==> config.mk <==
export PLATFORM = sky130hd
export DESIGN_NAME = receiver_spi
export DESIGN_NICKNAME = d
export VERILOG_FILES = /design/src/rtl/spi_pkg.sv /design/src/rtl/spi_sync_edge.sv /design/src/rtl/receiver_spi.sv
export SDC_FILE = /design/constraint.sdc
export NUM_CORES = 1
export LEC_CHECK = 0
export CAP_MARGIN = 5
export CORE_ASPECT_RATIO = 0.6
export CORE_MARGIN = 8
export CORE_UTILIZATION = 39
export CTS_BUF_LIST = sky130_fd_sc_hd__clkbuf_8
export DETAILED_ROUTE_END_ITERATION = 7
export MAX_ROUTING_LAYER = met4
export SLEW_MARGIN = 10
export SYNTH_ARGS = -nofsm -noshare
export SYNTH_HDL_FRONTEND = slang
export SYNTH_SLANG_ARGS = --single-unit
==> constraint.sdc <==
create_clock -name clk -period 2.2 [get_ports clk]
set_input_delay 0.44 -clock clk [delete_from_list [all_inputs] [get_ports clk]]
set_output_delay 0.44 -clock clk [all_outputs]
set_load 0.03 [all_outputs]
==> src/rtl/spi_pkg.sv <==
// Shared types and constants for the SPI slave receiver.
package spi_pkg;

   localparam int unsigned DATA_W_DEF = 8;

   typedef enum logic [1:0] {
      IDLE   = 2'b00,
      ACTIVE = 2'b01
   } spi_state_t;

   // SPI mode encodings as {CKP, CPH}
   localparam logic [1:0] MODE0 = 2'b00;
   localparam logic [1:0] MODE1 = 2'b01;
   localparam logic [1:0] MODE2 = 2'b10;
   localparam logic [1:0] MODE3 = 2'b11;

endpackage

==> src/rtl/spi_sync_edge.sv <==
// Multi-flop input synchroniser with optional rise/fall pulse detection on the synced value.
module spi_sync_edge #(
   parameter int unsigned STAGES  = 2,
   parameter bit          EDGE_EN = 1'b1
) (
   input  logic clk,
   input  logic rst,
   input  logic din,
   output logic q,
   output logic rise_c,
   output logic fall_c
);

   logic [STAGES-1:0] chain;

   always_ff @(posedge clk) begin
      if (rst) chain <= '0;
      else     chain <= {chain[STAGES-2:0], din};
   end

   assign q = chain[STAGES-1];

   generate
      if (EDGE_EN) begin : g_edge
         logic q_d;

         always_ff @(posedge clk) begin
            if (rst) q_d <= 1'b0;
            else     q_d <= q;
         end

         assign rise_c = q & ~q_d;
         assign fall_c = ~q & q_d;
      end else begin : g_no_edge
         assign rise_c = 1'b0;
         assign fall_c = 1'b0;
      end
   endgenerate

endmodule

==> src/rtl/receiver_spi.sv <==
// SPI slave: oversampled SCK/CS/MOSI, MSB-first deserialiser with valid/ready output and MISO return path.
// Optional macro SPI_RX_OVERRUN_EN: drop words that arrive while the previous one is unconsumed and flag overrun.
module receiver_spi
   import spi_pkg::*;
#(
   parameter int unsigned DATA_W      = DATA_W_DEF,
   parameter int unsigned SYNC_STAGES = 2
) (
   input  logic              clk,
   input  logic              rst,
   input  logic              CKP,
   input  logic              CPH,
   input  logic              SCK,
   input  logic              CS,
   input  logic              MOSI,
   output logic              MISO,
   input  logic [DATA_W-1:0] tx_data,
   output logic [DATA_W-1:0] rx_data,
   output logic              rx_valid,
   input  logic              rx_ready,
   output logic              overrun
);

   localparam int unsigned CNT_W = (DATA_W > 2) ? $clog2(DATA_W) : 1;
   localparam int unsigned RSH_W = DATA_W - 1;

   logic sck_level_unused, sck_rise, sck_fall;
   logic cs_level_unused, cs_rise, cs_fall;
   logic mosi_s, mosi_rise_unused, mosi_fall_unused;

   spi_sync_edge #(.STAGES(SYNC_STAGES), .EDGE_EN(1'b1)) u_sck (
      .clk(clk), .rst(rst), .din(SCK),
      .q(sck_level_unused), .rise_c(sck_rise), .fall_c(sck_fall)
   );

   spi_sync_edge #(.STAGES(SYNC_STAGES), .EDGE_EN(1'b1)) u_cs (
      .clk(clk), .rst(rst), .din(CS),
      .q(cs_level_unused), .rise_c(cs_rise), .fall_c(cs_fall)
   );

   spi_sync_edge #(.STAGES(SYNC_STAGES), .EDGE_EN(1'b0)) u_mosi (
      .clk(clk), .rst(rst), .din(MOSI),
      .q(mosi_s), .rise_c(mosi_rise_unused), .fall_c(mosi_fall_unused)
   );

   spi_state_t        state_q, state_d;
   logic [1:0]        mode_q, mode_d;
   logic [CNT_W-1:0]  bit_cnt_q, bit_cnt_d;
   logic [DATA_W-1:0] sreg_q, sreg_d;
   logic [RSH_W-1:0]  rsh_q, rsh_d;
   logic              miso_q, miso_d;
   logic [DATA_W-1:0] rx_data_q, rx_data_d;
   logic              rx_valid_q, rx_valid_d;

   logic samp_c, shft_c, done_c, accept_c, drop_c;

   // Sample/shift edge selection from the mode latched at CS fall
   always_comb begin
      samp_c = 1'b0;
      shft_c = 1'b0;
      case (mode_q)
         MODE0: begin samp_c = sck_rise; shft_c = sck_fall; end
         MODE1: begin samp_c = sck_fall; shft_c = sck_rise; end
         MODE2: begin samp_c = sck_fall; shft_c = sck_rise; end
         MODE3: begin samp_c = sck_rise; shft_c = sck_fall; end
      endcase
   end

   assign accept_c = rx_valid_q & rx_ready;
   assign done_c   = (state_q == ACTIVE) & ~cs_rise & ~shft_c & samp_c &
                     (bit_cnt_q == CNT_W'(DATA_W - 1));

   always_comb begin
      state_d    = state_q;
      mode_d     = mode_q;
      bit_cnt_d  = bit_cnt_q;
      sreg_d     = sreg_q;
      rsh_d      = rsh_q;
      miso_d     = miso_q;
      rx_data_d  = rx_data_q;
      rx_valid_d = rx_valid_q;

      if (accept_c) rx_valid_d = 1'b0;

      case (state_q)
         IDLE: begin
            miso_d = 1'b0;
            if (cs_fall) begin
               state_d   = ACTIVE;
               mode_d    = {CKP, CPH};
               bit_cnt_d = '0;
               if (!CPH) begin
                  miso_d = tx_data[DATA_W-1];
                  sreg_d = tx_data << 1;
               end else begin
                  sreg_d = tx_data;
               end
            end
         end
         ACTIVE: begin
            if (cs_rise) begin
               state_d   = IDLE;
               miso_d    = 1'b0;
               bit_cnt_d = '0;
            end else if (shft_c) begin
               miso_d = sreg_q[DATA_W-1];
               sreg_d = sreg_q << 1;
            end else if (samp_c) begin
               rsh_d = RSH_W'({rsh_q, mosi_s});
               if (done_c) begin
                  bit_cnt_d = '0;
                  sreg_d    = tx_data;
                  if (!drop_c) begin
                     rx_data_d  = {rsh_q, mosi_s};
                     rx_valid_d = 1'b1;
                  end
               end else begin
                  bit_cnt_d = bit_cnt_q + CNT_W'(1);
               end
            end
         end
         default: state_d = IDLE;
      endcase
   end

   always_ff @(posedge clk) begin
      if (rst) begin
         state_q    <= IDLE;
         mode_q     <= MODE0;
         bit_cnt_q  <= '0;
         sreg_q     <= '0;
         rsh_q      <= '0;
         miso_q     <= 1'b0;
         rx_data_q  <= '0;
         rx_valid_q <= 1'b0;
      end else begin
         state_q    <= state_d;
         mode_q     <= mode_d;
         bit_cnt_q  <= bit_cnt_d;
         sreg_q     <= sreg_d;
         rsh_q      <= rsh_d;
         miso_q     <= miso_d;
         rx_data_q  <= rx_data_d;
         rx_valid_q <= rx_valid_d;
      end
   end

`ifdef SPI_RX_OVERRUN_EN
   logic ovr_q;

   assign drop_c = rx_valid_q & ~rx_ready;

   // Sticky until the held word is finally consumed
   always_ff @(posedge clk) begin
      if (rst)                  ovr_q <= 1'b0;
      else if (accept_c)        ovr_q <= 1'b0;
      else if (done_c & drop_c) ovr_q <= 1'b1;
   end

   assign overrun = ovr_q;
`else
   assign drop_c  = 1'b0;
   assign overrun = 1'b0;
`endif

   assign MISO     = miso_q;
   assign rx_data  = rx_data_q;
   assign rx_valid = rx_valid_q;

endmodule
==> out/qor.yml, run 1 <==
status: "finished clean"
synthCells: 234
grt_max_degree: 47
pre_cts_ws_ps: 191
period_share_pct: 82.6
cts-resized-gates: 0
grt_use_total_pct: 13.4
diodes: 0
synthMuxAreaShare_pct: 6.11
hold_buffers: 0
synth_top_family_by_area: "compound AO/OA/AOI/OAI gates"
postPlaceCellArea_mm2: 0.00243
start_util_pct: 41.1
cp_slowest_stage_delay_ps: 400
nets: 273
cp.arrival_ps: 2020
die_w_um: 111
rsz0062_at_grt: "false"
path_clk_slew_ps: 80
syn-num-nets: 252
stdcell_area_mm2: 0.00253
synth_cell_types: 38
netlist_area_mm2: 0.00211
io_buffers: 25
maxSlewHeadroom_pct: 58.3
ys_seq_area_share_pct: 37.0
routed-wl-met3_um: 346
end_kind: "flop"
tns_ps: 0
place_congestion: 0.839
irDropWorstVdd_mv: 0.227
fin_worst_skew_ps: 9.92
met1_length_um: 2790
clockBufferDepth: 2
wl_met2_um: 1960
coreArea_mm2: 0.00513
route.detailed.drc: 0
min_path_type: "reg2reg"
vias: 1783
drive_gt1_share_pct: 14.1
grt_pass1_wl_um: 8660
cap_violations: 0
drt_iter0_drc: 143
grt_pass1_vias: 1697
dp_hpwl_um: 3580
cp_slowest_cell: "and3_1"
leakagePower_nw: 0.933
cp_common_cell: "ha_1"
min_period_ps: 1820
fp.dieH_um: 73.0
synth-seq-cells: 39
setup_ws_ps: 383
holdWs_ps: 437
clkSinkCount: 39
ant_nets: 0
numCtsBuffers: 5
synthSimpleGateAreaFrac_pct: 23.9
top_layer_used: "met4"
ctsHtreeMaxLevel: 2
powerDensity_mw_per_mm2: 557
core.rowCount: 20
synth_xor_area_share_pct: 1.19
setup_violations: 0
fin_util_pct: 49.2
root_buffer: "clkbuf_8"
wirelength_um: 5150
vias_per_cell: 5.54
antenna_found_initial: 0
crit_path_start_kind: "flop"
fmax_ghz: 0.550
path_cells: "ha_1 > ha_1 > o2111ai_4 > and3_1 > o41ai_2"
finalHoldViolCount: 0
avgRoutedWirePerCell_um: 16.0
cts_tree: "built"
dr.pass1.iters: 4
crit_type: "reg2reg"
yosys.area_share.adder_pct: 1.19
critical_path_required_ps: 2400
yosysWarnings: 0
cp_max_fo: 8
synth_area_per_cell_um2: 9.02
synthToLayoutAreaGrowth_pct: 19.7
synth-compound-area-share_pct: 24.1
clock_latency_ps: 290
report.final.slew_viol_count: 0
worstMarginPinSlew_ps: 626
cts_setup_buffers: 0
overflow: 0
ios: 27
die_area_mm2: 0.00810
-- power breakdown --
part           switching (mW)  internal, mW  total (mW)  leakage [nW]
registers             0.00908         0.717       0.726         0.316
clock network           0.245         0.281       0.526        0.0557
logic                  0.0841        0.0707       0.155         0.561
total                   0.338          1.07        1.41         0.933
-- kinds of logic (layout without fill, tap and decap cells) --
logic type | after synthesis | after routing
AO/OA/AOI/OAI | 65 | 65
XOR/XNOR | 2 | 2
multiplexers | 12 | 12
adder cells (fa/ha/maj) | 2 | 2
flip-flops | 39 | 39
AND/OR/NAND/NOR | 88 | 88
buffers and inverters | 25 | 47
other | 1 | 1
-- registers in the layout, indices dropped and copies added, names as in the netlist --
register and count:
u_sck.chain 2, rx_data 8, u_mosi.chain 2, MISO 1, u_cs.g_edge.q_d 1, rsh_q 7, bit_cnt_q 3, sreg_q 8
u_cs.chain 2, mode_q 2, rx_valid 1, u_sck.g_edge.q_d 1, state_q 1
-- critical path: cells and delay by family (launching register included) --
family,cells,cell delay [ps]
AOI/OAI and AO/OA,2,540
adders and majority gates,2,430
and+or+nand+nor,1,400
DFF,1,350
-- cells in the final DEF, fill, tap and decap left out, types with 2 or more instances in the layout --
| cell | count |
|---|---|
| o21ai_1 | 9 |
| buf_4 | 8 |
| nand2_1 | 9 |
| dfxtp_1 | 39 |
| mux2_2 | 7 |
| o21bai_1 | 7 |
| o41ai_2 | 8 |
| nand4_1 | 18 |
| ha_1 | 2 |
| nor2_1 | 11 |
| nor2b_1 | 16 |
| buf_12 | 2 |
| o21ai_0 | 8 |
| inv_1 | 5 |
| and4_1 | 7 |
| o2111ai_4 | 2 |
| nand3_1 | 16 |
| o31ai_1 | 10 |
| nand2b_1 | 5 |
| a21oi_1 | 18 |
| clkdlybuf4s50_1 | 25 |
| mux2i_1 | 5 |
| clkbuf_8 | 7 |
-- worst paths after layout --
check        cells past startpoint  slack (ps)                       end                      start
max                              5         380    sreg_q[5]$_SDFFE_PP0P_  bit_cnt_q[1]$_SDFFE_PP0P_
min                              1         440  u_cs.chain[1]$_SDFF_PP0_   u_cs.chain[0]$_SDFF_PP0_
max reg2reg                      5         380    sreg_q[5]$_SDFFE_PP0P_  bit_cnt_q[1]$_SDFFE_PP0P_
min reg2reg                      1         440  u_cs.chain[1]$_SDFF_PP0_   u_cs.chain[0]$_SDFF_PP0_
-- metal layers --
layer  vias up  GRT usage [%]
met5         -              -
met4         0           4.76
met1       813           19.4
met3         7           3.45
met2        51           17.0
li1        912              -
-- layout make-up --
cell class / count / area [µm²]
multi-input combinational: 170 / 1200
timing repair buffer: 35 / 350
tap: 66 / 82.6
clock buffer: 7 / 96.3
clock inverter: 1 / 3.75
fill: 498 / 2600
sequential: 39 / 781
inverter: 4 / 15.0
-- synth_stat cells (all sizes together) --
library cell | instances | share of area (%)
o41ai | 8 | 6.2
nand3 | 16 | 3.8
a21oi | 18 | 4.3
o31ai | 10 | 3.6
and2 | 1 | 0.30
and3 | 1 | 0.30
a21boi | 1 | 0.36
clkbuf | 12 | 2.2
ha | 2 | 1.2
nor2b | 16 | 4.7
nand2b | 5 | 1.5
or2 | 1 | 0.30
buf | 8 | 3.0
and2b | 2 | 0.83
mux2i | 5 | 2.4
o2111ai | 2 | 2.5
and4 | 7 | 2.9
a221oi | 1 | 0.42
nor2 | 11 | 2.0
a211oi | 1 | 0.36
dfxtp | 39 | 37
inv | 4 | 0.71
dlygate4sd1 | 1 | 0.42
xnor2 | 1 | 0.42
or3b | 1 | 0.42
mux2 | 7 | 3.7
xor2 | 1 | 0.77
o21bai | 7 | 2.5
conb | 1 | 0.18
o21ai | 17 | 4.0
nand2 | 9 | 1.6
nand4 | 18 | 5.3
-- through the flow --
stage	cells	total power [mW]
2_1_floorplan	234	0.839
6_report	322	1.41
4_1_cts	322	1.43
3_3_place_gp	314	0.894
3_5_place_dp	314	0.896
5_1_grt	322	1.47
(Power assumes the default switching activity.)
==> inputs of run 2 (changes only) <==
- clock period: 2.2 -> 1.8 ns (I/O delays scaled with it)
==> run 2 against run 1 <==
Worst hold slack lost 0.59 ps. Flip-flop and latch count is the same. Count of clock-buffer cells in the layout shrank 2. Via count grew 4.0%. Combinational power grew 37%. Register-to-register slack lost 280 ps. Utilization grew 2.6 points. Design area grew 5.2%. Wire length grew 3.9%. First-iteration DRC count grew 11%. Largest cell class unchanged.
==> out/qor.yml, run 2 (synthesis results as in run 1) <==
setup_violations: 0  # unchanged
final_cell_mix: "dfxtp_1 (37), clkdlybuf4s50_1 (25), buf_4 (23)"  # was dfxtp_1 (39), clkdlybuf4s50_1 (25), nand4_1 (18), a21oi_1 (18)
die_area_mm2: 0.00810  # unchanged
grt_max_degree: 35  # was 47
layout.cells.most_common: "dfxtp_1"  # unchanged
antenna_found_initial: 0  # unchanged
dr.pass1.iters: 6  # was 4
rsz0062_at_grt: "false"  # unchanged
multi_input_area_mm2: 0.00123  # was 0.00120 mm²
ctsHtreeMaxLevel: 2  # unchanged
numCtsBuffers: 5  # unchanged
ant_nets: 0  # unchanged
cp_slowest_cell: "o41ai_2"  # was and3_1
cp_max_fo: 8  # unchanged
power_mw: 1.66  # was 1.41 mW
critPathBufInv: 1  # was 0
regArea_um2: 783  # was 781 µm²
clkSinkCount: 39  # unchanged
postPlaceCellArea_mm2: 0.00253  # was 0.00243 mm²
finalHoldViolCount: 0  # unchanged
min_period_ps: 1700  # was 1820 ps
clock_latency_ps: 290  # about the same
irDropWorstVdd_mv: 0.369  # was 0.227 mV
io_buffers: 25  # unchanged
overflow: 0  # unchanged
grt_pass1_vias: 1630  # was 1697
clockBufferDepth: 2  # unchanged
path_cells: "ha_1 > ha_4 > o2111ai_4 > and3_1 > buf_4 > o41ai_2"  # was ha_1 > ha_1 > o2111ai_4 > and3_1 > o41ai_2
fmax_ghz: 0.588  # was 0.550 GHz
grt_use_total_pct: 13.6  # was 13.4%
start_util_pct: 41.1  # unchanged
cts_tree: "built"  # unchanged
path_clk_slew_ps: 80  # about the same
wirelength_um: 5350  # was 5150 µm
dp_hpwl_um: 3800  # was 3580 µm
ios: 27  # unchanged
critical_path_required_ps: 1990  # was 2400 ps
fill_cells: 483  # was 498
nets: 288  # was 273
end_kind: "flop"  # unchanged
stdcell_area_mm2: 0.00266  # was 0.00253 mm²
core.rowCount: 20  # unchanged
avgRoutedWirePerCell_um: 15.9  # was 16.0 µm
powerDensity_mw_per_mm2: 625  # was 557 mW/mm²
period_share_pct: 94.5  # was 82.6%
grt_pass1_wl_um: 8700  # was 8660 µm
fin_worst_skew_ps: 12.1  # was 9.92 ps
root_buffer: "clkbuf_8"  # unchanged
cp_slowest_stage_delay_ps: 360  # was 400 ps
report.final.slew_viol_count: 0  # unchanged
vias_per_cell: 5.50  # was 5.54
fp.dieH_um: 73.0  # unchanged
min_path_type: "reg2reg"  # unchanged
crit_path_start_kind: "flop"  # unchanged
setup_ws_ps: 99.9  # was 383 ps
crit_family: "compound AO/OA/AOI/OAI gates"  # unchanged
status: "finished clean"  # unchanged
die_w_um: 111  # unchanged
cap_violations: 0  # unchanged
leakagePower_nw: 1.00  # was 0.933 nW
synthToLayoutAreaGrowth_pct: 25.9  # was 19.7%
coreArea_mm2: 0.00513  # unchanged
drive_gt1_share_pct: 20.3  # was 14.1%
diodes: 0  # unchanged
place_congestion: 0.840  # was 0.839
drt_iter0_drc: 159  # was 143
vias: 1855  # was 1783
route.detailed.drc: 0  # unchanged
cp.arrival_ps: 1890  # was 2020 ps
crit_type: "reg2reg"  # unchanged
pre_cts_ws_ps: 30.2  # was 191 ps
## run 2: cell types whose count changed in the layout (fill, tap and decap cells not counted), sizes merged
| cell | previous run | this run |
|---|---|---|
| clkbuf | 7 | 5 |
| inv | 5 | 6 |
| buf | 10 | 25 |
| clkinv | 0 | 1 |
## run 2: layout make-up
cell class,count,share of cell area (%)
multi-input cells,170,46.4
flip-flops and latches,39,29.5
well taps,66,3.11
clock inverters,3,0.471
repair buffers,50,17.4
clock buffers,5,2.59
inverters,4,0.565
## run 2: path summary, 6_finish.rpt
check | from | endpoint | cells after the start | slack [ps]
worst max register to register | bit_cnt_q[1]$_SDFFE_PP0P_ | sreg_q[6]$_SDFFE_PP0P_ | 6 | 100
worst min register to register | u_mosi.chain[0]$_SDFF_PP0_ | u_mosi.chain[1]$_SDFF_PP0_ | 1 | 440
worst min-delay path | u_mosi.chain[0]$_SDFF_PP0_ | u_mosi.chain[1]$_SDFF_PP0_ | 1 | 440
worst max-delay path | bit_cnt_q[1]$_SDFFE_PP0P_ | sreg_q[6]$_SDFFE_PP0P_ | 6 | 100
## run 2: power breakdown
part / internal (mW) / switching (mW) / total, mW / leakage (nW)
Clock: 0.261 / 0.301 / 0.562 / 0.0505
Sequential: 0.877 / 0.00971 / 0.886 / 0.317
Combinational: 0.102 / 0.110 / 0.212 / 0.636
Total: 1.24 / 0.421 / 1.66 / 1.00
## run 2: timing repair
action                     4_1_cts  5_1_grt
buffers inserted                 0        1
setup endpoints to repair        0       10
hold buffers                     0        0
resized for setup                0        6
## run 2: routing by layer
layer | track usage [%] | vias to the layer above | share of wire, %
met5 | - | - | 0
met4 | 4.02 | 0 | 0.71
met3 | 3.61 | 5 | 6.6
met2 | 15.9 | 68 | 38
met1 | 20.7 | 844 | 55
li1 | - | 938 | -
## run 2: worst register-to-register path: stages (launching register included)
cell	delay (ps)
dfxtp_1	350
ha_1	190
ha_4	180
o2111ai_4	130
and3_1	200
buf_4	180
o41ai_2	370
## run 2: metrics by stage
stage	utilization (%)	setup TNS [ps]	std cells	hold slack (ps)
floorplan	-	-147	234	414
global placement	49.4	0	328	417
detailed placement	49.4	0	328	423
CTS	51.0	0	336	440
global route	51.8	0	337	463
finish	51.8	0	337	436
==> inputs of run 3 (changes only) <==
- CTS_CLUSTER_DIAMETER: unset -> 50
- MAX_ROUTING_LAYER: met4 -> unset
==> run 3 against run 2 <==
Global-route usage down 0.38 points. Final cell count unchanged. Flip-flop and latch count unchanged. Clock skew about the same. Largest power group unchanged.
==> out/qor.yml, run 3 (synthesis results as in run 1) <==
cp-endpoint: "MISO"  # was sreg_q[6]$_SDFFE_PP0P_
wl_met2_um: 2010  # was 2020 µm
fill_cells: 483  # unchanged
vias_per_cell: 5.49  # was 5.50
end_kind: "output pin"  # was flop
dr.pass1.iters: 4  # was 6
crit_start: "MISO$_SDFFE_PP0P_"  # was bit_cnt_q[1]$_SDFFE_PP0P_
p_int_mw: 1.24  # about the same
overflow: 0  # unchanged
critical_path_required_ps: 1440  # was 1990 ps
grt_max_degree: 35  # unchanged
die_w_um: 111  # unchanged
ant_nets: 0  # unchanged
min_path_type: "reg2reg"  # unchanged
core.rowCount: 20  # unchanged
holdWs_ps: 436  # about the same
finalHoldViolCount: 0  # unchanged
antenna_found_initial: 0  # unchanged
switching_power_uw: 410  # was 421 µW
cp_slowest_cell: "clkdlybuf4s50_1"  # was o41ai_2
comb_power_share_pct: 12.8  # about the same
crit_type: "reg2out"  # was reg2reg
reg2regPathDepth: 6  # unchanged
die_area_mm2: 0.00810  # unchanged
synthToLayoutAreaGrowth_pct: 25.9  # unchanged
nets: 288  # unchanged
p_clk_share_pct: 33.5  # was 33.9%
irDropWorstVdd_mv: 0.368  # was 0.369 mV
cp_max_fo: 2  # was 8
leakagePower_nw: 1.00  # unchanged
setup_violations: 0  # unchanged
postPlaceCellArea_mm2: 0.00253  # unchanged
clockBufferDepth: 2  # unchanged
cp.arrival_ps: 1330  # was 1890 ps
coreArea_mm2: 0.00513  # unchanged
vias: 1849  # was 1855
dp_hpwl_um: 3800  # unchanged
grt_pass1_wl_um: 8700  # unchanged
routed-wl-met3_um: 413  # was 354 µm
fmax_ghz: 0.590  # was 0.588 GHz
place_congestion: 0.828  # was 0.840
numCtsBuffers: 5  # unchanged
critPathBufInv: 1  # unchanged
cap_violations: 0  # unchanged
crit_path_start_kind: "flop"  # unchanged
cp.depth: 1  # was 6
status: "finished clean"  # unchanged
grt_pass1_vias: 1634  # was 1630
path_cells: "clkdlybuf4s50_1"  # was ha_1 > ha_4 > o2111ai_4 > and3_1 > buf_4 > o41ai_2
avgRoutedWirePerCell_um: 15.7  # was 15.9 µm
hold_buffers: 0  # unchanged
diodes: 0  # unchanged
reg2reg_from: "bit_cnt_q[1]$_SDFFE_PP0P_"  # unchanged
reg2reg_to: "sreg_q[6]$_SDFFE_PP0P_"  # unchanged
multi_input_area_mm2: 0.00123  # unchanged
switching_share_pct: 24.8  # was 25.3%
hold_depth: 1  # unchanged
path_clk_slew_ps: 80  # about the same
regArea_um2: 783  # unchanged
period_share_pct: 94.1  # was 94.5%
fin_worst_skew_ps: 11.7  # was 12.1 ps
fp.dieH_um: 73.0  # unchanged
root_buffer: "clkbuf_8"  # unchanged
drt_iter0_drc: 152  # was 159
powerDensity_mw_per_mm2: 621  # was 625 mW/mm²
layout.cells.most_common: "dfxtp_1"  # unchanged
stdcell_area_mm2: 0.00266  # unchanged
ctsHtreeMaxLevel: 2  # unchanged
ios: 27  # unchanged
met1_length_um: 2810  # was 2940 µm
io_buffers: 25  # unchanged
seqPwrFrac_pct: 53.7  # was 53.4%
drive_gt1_share_pct: 20.3  # unchanged
tns_ps: 0  # unchanged
route.detailed.drc: 0  # unchanged
final_cells: 337  # unchanged
crit_family: "buffers and inverters"  # was compound AO/OA/AOI/OAI gates
top_layer_used: "met4"  # unchanged
power_mw: 1.65  # was 1.66 mW
clkSinkCount: 39  # unchanged
rsz0062_at_grt: "false"  # unchanged
clock_latency_ps: 290  # about the same
wirelength_um: 5280  # was 5350 µm
dp_cells: 328  # unchanged
grt_use_total_pct: 13.2  # was 13.6%
rrSetupSlack_ps: 110  # was 100 ps
start_util_pct: 41.1  # unchanged
cts_tree: "built"  # unchanged
final_cell_mix: "dfxtp_1 (37), clkdlybuf4s50_1 (25), buf_4 (23)"  # unchanged
cp_slowest_stage_delay_ps: 680  # was 360 ps
report.final.slew_viol_count: 0  # unchanged
min_period_ps: 1690  # was 1700 ps
-- run 3: worst min-delay path by stage --
stage | start | end | slack (ps)
2_1_floorplan | u_cs.chain[0]$_SDFF_PP0_ | u_cs.chain[1]$_SDFF_PP0_ | 410
3_3_place_gp | u_cs.chain[0]$_SDFF_PP0_ | u_cs.chain[1]$_SDFF_PP0_ | 420
4_1_cts | u_mosi.chain[0]$_SDFF_PP0_ | u_mosi.chain[1]$_SDFF_PP0_ | 440
6_report | u_mosi.chain[0]$_SDFF_PP0_ | u_mosi.chain[1]$_SDFF_PP0_ | 440
3_5_place_dp | u_mosi.chain[0]$_SDFF_PP0_ | u_mosi.chain[1]$_SDFF_PP0_ | 420
5_1_grt | u_cs.chain[0]$_SDFF_PP0_ | u_cs.chain[1]$_SDFF_PP0_ | 460
-- run 3: final cells by class --
type	count	area share (%)
multi-input cells	170	46.4
clock buffers	5	2.59
flip-flops and latches	39	29.5
repair buffers	50	17.4
well taps	66	3.11
inverters	4	0.565
clock inverters	3	0.471
-- run 3: timing repair --
item	4_1_cts	5_1_grt
gates resized for setup	0	6
setup endpoints to repair	0	10
buffers inserted	0	1
-- run 3: stage by stage --
step	utilization [%]	setup WS (ps)
5_1_grt	51.8	1.26
4_1_cts	51.0	11.8
3_3_place_gp	49.4	35.0
6_report	51.8	106
3_5_place_dp	49.4	30.2
2_1_floorplan	-	-20.9
-- run 3: power groups by stage --
stage               Sequential (mW)  Clock [mW]  Combinational, mW
finish                        0.886       0.552              0.211
global route                  0.888       0.627              0.229
CTS                           0.885       0.575              0.208
detailed placement            0.905           0              0.207
global placement              0.905           0              0.206
floorplan                     0.903           0              0.123
-- run 3: metal layers --
metal,global-route usage (%),up-vias
met4,4.02,0
met2,15.9,64
met3,3.78,5
li1,-,940
met1,20.6,840
met5,0,-
==> RTL edit 1 (config.mk and constraints of run 1) <==
`DATA_W_DEF`: 8 -> 16.
--- a/src/rtl/spi_pkg.sv
+++ b/src/rtl/spi_pkg.sv
@@ -2,5 +2,5 @@
 package spi_pkg;
 
-   localparam int unsigned DATA_W_DEF = 8;
+   localparam int unsigned DATA_W_DEF = 16;
 
    typedef enum logic [1:0] {
Interface: changed (resized rx_data and tx_data); port bits go from 27 to 43. The function was not compared with the original's and may differ.
==> RTL edit 1 against run 1 <==
- critical endpoint is now rx_data[9]
- count of clock-buffer cells in the layout rose by 2
- die area rose by 54%
- area after synthesis rose by 68%
- final area rose by 70%
- critical path type unchanged
- utilization fell by 1.6 points
- via count rose by 86%
- wire length rose by 83%
- largest cell class unchanged
- sequential cell count rose by 25
- non-clock buffer count rose by 26
- global-route usage rose by 2.0 points
- total power rose by 82%
- clock power rose by 110%
- worst setup slack got worse by 0.080 ns
==> RTL edit 1: results <==
{
  "layout.nets": 476,
  "synth-compound-area-share": 0.274,
  "synth_fa_ha_area_frac": 0.00354,
  "cts_max_level": 3,
  "max_stage_delay_ns": 0.45,
  "swShare": 0.251,
  "reg2reg_from": "bit_cnt_q[0]",
  "nFillCells": 860,
  "synth_xor_area_frac": 0.0159,
  "status": "finished, final reports clean",
  "routed_wl_mm": 9.42,
  "first_iter_violations": 326,
  "worstHoldPathCells": 3,
  "cts_made_buffers": 9,
  "overflow": 0,
  "worstReg2RegEnd": "rx_data[9]",
  "async_flop_share": 0,
  "post_cts_resized": 0,
  "min_delay_worst_endpoint": "bit_cnt_q[0]",
  "cts-root-buf": "clkbuf_8",
  "grtUsageTotal": 0.154,
  "antenna_found_initial": 0,
  "place_hpwl_mm": 6.14,
  "grt_max_degree": 37,
  "arrival_ns": 2.12,
  "path_clk_slew_ns": 0.07,
  "synth_top_area_frac": 0.362,
  "hp-start": "rst",
  "cp_max_fo": 16,
  "vias_per_cell": 5.81,
  "ys_seq_area_frac": 0.362,
  "synth.top_cells.by_area": "dfxtp_1 36%, nor2b_1 10%, nand3_1 8.8%",
  "post_cts_buffers": 0,
  "clock_latency_ns": 0.35,
  "grt_pass1_wl_mm": 15.7,
  "io_buffers": 41,
  "antennaDiodeCount": 0,
  "ys_warn_count": 0,
  "post-place-ws_ns": 0.292,
  "r2r_cells": 5,
  "ys_types": 46,
  "drive_above_1_share": 0.116,
  "synth_nets": 449,
  "synth_common_cells": "64 x dfxtp_1, 62 x nand3_1, 57 x nor2b_1",
  "grt_pass1_vias": 3079,
  "peakVddDrop_mv": 0.315,
  "gp_congestion": 0.758,
  "muxShareOfSynthArea": 0.0180,
  "dr.pass1.iters": 5,
  "fin_skew_ns": 0.00506,
  "hold-worst-slack_ns": 0.442,
  "cp_slowest_cell": "nand3_1",
  "hp-class": "in2reg",
  "worst_pin_slew_ns": 0.603,
  "placed_cell_area_um2": 4060,
  "leakage_nw": 1.43
}
==> RTL edit 1: cell count changes after synthesis, sizes merged, moves of 16 or more <==
cell    change
nand3      +47
nor2b      +41
o21ai      +32
dfxtp      +25
clkbuf     +23
a21oi      +18
nand4      -17
or4        +16
==> RTL edit 1: worst max-delay path: cells and delay by family, from the launching register on <==
family | cells | cell delay (ns)
fa+ha+maj | 1 | 0.19
compound gates | 2 | 0.41
simple gates | 2 | 0.80
flops | 1 | 0.37
==> RTL edit 1: power by group through the flow <==
stage | Sequential, mW | Clock [mW] | Combinational [mW]
3_3_place_gp | 1.21 | 0 | 0.253
2_1_floorplan | 1.21 | 0 | 0.156
5_1_grt | 1.19 | 1.20 | 0.277
4_1_cts | 1.18 | 1.14 | 0.255
3_5_place_dp | 1.21 | 0 | 0.254
6_report | 1.19 | 1.12 | 0.256
==> RTL edit 1: metal layers <==
metal | vias to the layer above | global-route usage | share of wire
li1 | 1631 | - | -
met4 | 0 | 0.0372 | 0.010
met5 | - | - | 0
met3 | 13 | 0.0454 | 0.052
met1 | 1591 | 0.213 | 0.52
met2 | 89 | 0.212 | 0.41
==> RTL edit 1: worst max-delay path by stage <==
stage | startpoint | endpoint | cells past startpoint | slack [ns]
floorplan | bit_cnt_q[0] | bit_cnt_q[0] | 6 | 0.39
global placement | bit_cnt_q[0] | rx_data[10] | 5 | 0.35
detailed placement | bit_cnt_q[0] | rx_data[10] | 5 | 0.29
CTS | bit_cnt_q[0] | rx_data[10] | 5 | 0.29
global route | bit_cnt_q[0] | rx_data[11] | 5 | 0.1
finish | bit_cnt_q[0] | rx_data[9] | 5 | 0.30
==> RTL edit 1: through the flow <==
stage / utilization / std cells
floorplan: - / 424
global placement: 0.452 / 556
detailed placement: 0.452 / 556
CTS: 0.477 / 572
global route: 0.477 / 572
finish: 0.477 / 572
==> RTL edit 1: cells by family (layout without fill, tap and decap cells) <==
logic type               count (synthesis)  after routing
AND/OR/NAND/NOR                        160            160
AO/OA/AOI/OAI                          140            140
flip-flops                              64             64
buffers and inverters                   48             80
multiplexers                             6              6
XOR/XNOR                                 4              4
adder cells (fa/ha/maj)                  1              1
other                                    1              1
==> RTL edit 1: cell type report <==
class	count	share of cell area
clock inverters	7	0.0225
flip-flops and latches	64	0.299
repair buffers	61	0.136
inverters	3	0.00263
multi-input cells	312	0.477
clock buffers	9	0.0289
well taps	116	0.0339
==> RTL edit 2 (settings of run 1) <==
Without the edit above. Take the reset off `rsh_q` and `rx_data_q` and load them in a clocked block of their own.
--- a/src/rtl/receiver_spi.sv
+++ b/src/rtl/receiver_spi.sv
@@ -130,7 +130,5 @@
          bit_cnt_q  <= '0;
          sreg_q     <= '0;
-         rsh_q      <= '0;
          miso_q     <= 1'b0;
-         rx_data_q  <= '0;
          rx_valid_q <= 1'b0;
       end else begin
@@ -139,9 +137,12 @@
          bit_cnt_q  <= bit_cnt_d;
          sreg_q     <= sreg_d;
-         rsh_q      <= rsh_d;
          miso_q     <= miso_d;
-         rx_data_q  <= rx_data_d;
          rx_valid_q <= rx_valid_d;
       end
+   end
+
+   always_ff @(posedge clk) begin
+      rsh_q     <= rsh_d;
+      rx_data_q <= rx_data_d;
    end
 
Behaviour: no difference found for any inputs over 10 cycles, from zero or initial values and one cycle with rst high; that may be too few to reach the edited logic, so the function may still have changed.
==> RTL edit 2 against run 1 <==
- wire length decreased by 10%
- die area decreased by 8.8%
- area after synthesis decreased by 11%
- sequential power increased by 5.2%
- total power increased by 13%
- sequential cell count unchanged
- final area decreased by 6.4%
- critical path depth unchanged
- worst setup slack got worse by 0.19 ns
- largest cell class is now flip-flops and latches
==> RTL edit 2: results <==
{
  "wl_met3_um": 293,
  "leakage_nw": 0.890,
  "grt_pass1_wl_mm": 7.36,
  "layout.nets": 229,
  "ys_types": 35,
  "routed_wl_mm": 4.63,
  "min_delay_worst_endpoint": "rx_data[7]",
  "grtUsageTotal": 0.129,
  "worst_pin_slew_ns": 0.626,
  "num-multi-input-gates": 126,
  "multi_input_area_share": 0.373,
  "met2_length_mm": 2.06,
  "wl_met1_mm": 2.22,
  "hp-class": "reg2reg",
  "synth.top_cells.by_area": "dfxtp_1 25%, edfxtp_1 24%, mux2i_1 6.9%",
  "dr.max_layer_used": "met4",
  "first_iter_violations": 105,
  "swShare": 0.206,
  "cp_max_fo": 9,
  "async_flop_share": 0,
  "seq_cells": 39,
  "endpoint": "sreg_q[2]",
  "clk_share": 0.0561,
  "switchingPower_mw": 0.329,
  "status": "finished, final reports clean",
  "final_area_um2": 2360,
  "placed_cell_area_um2": 2230,
  "wl_per_cell_um": 16.8,
  "grt_max_degree": 21,
  "p_comb_frac": 0.084,
  "netlist_instances": 180,
  "grt_pass1_vias": 1502,
  "post-place-ws_ns": 0.176,
  "arrival_ns": 2.16,
  "die_w_um": 106,
  "period_share": 0.910,
  "peakVddDrop_mv": 0.314,
  "io_buffers": 25,
  "seq_share": 0.394,
  "synth_nets": 198,
  "synth_edf_count": 15,
  "gp_congestion": 0.875,
  "worstHoldPathCells": 0,
  "bufAreaShareNonClock": 0.138,
  "synth_common_cells": "24 x dfxtp_1, 18 x nor2b_1, 16 x a21oi_1, 16 x o21ai_0, 15 x edfxtp_1",
  "nFillCells": 423,
  "fin_skew_ns": 0.00375,
  "drive_above_1_share": 0.118,
  "vias_per_cell": 5.53,
  "dp_cells": 267,
  "power_frac_seq": 0.479,
  "ys_seq_area_frac": 0.494,
  "reg2reg_from": "bit_cnt_q[0]",
  "place_hpwl_mm": 3.29,
  "rrSetupSlack_ns": 0.20,
  "hp-start": "rsh_q[6]",
  "hold-worst-slack_ns": 0.432
}
RTL edit 2: cell types whose count changed in the layout (fill, tap and decap cells not counted), sizes merged, moves of 7 or more:
cell,run 1,this run
edfxtp,0,15
nand3,16,9
dfxtp,39,24
o21bai,7,0
and4,7,0
o41ai,8,1
nand2,9,2
nand4,18,8
mux2i,5,13
and3,1,8
RTL edit 2: metal layers:
layer,GRT usage,up-vias
met2,0.184,71
met3,0.0325,8
met1,0.167,717
met4,0.0558,0
met5,-,-
li1,-,724
RTL edit 2: cells by family (layout without fill, tap and decap cells):
| kind of cell | Yosys count | count (layout) | share of synthesized area |
|---|---|---|---|
| XOR/XNOR | 2 | 2 | 0.0232 |
| flip-flops | 39 | 39 | 0.494 |
| adder cells (fa/ha/maj) | 2 | 2 | 0.0133 |
| other | 1 | 1 | 0.00199 |
| multiplexers | 14 | 14 | 0.0750 |
| AO/OA/AOI/OAI | 45 | 45 | 0.162 |
| buffers and inverters | 15 | 47 | 0.0378 |
| AND/OR/NAND/NOR | 62 | 62 | 0.193 |
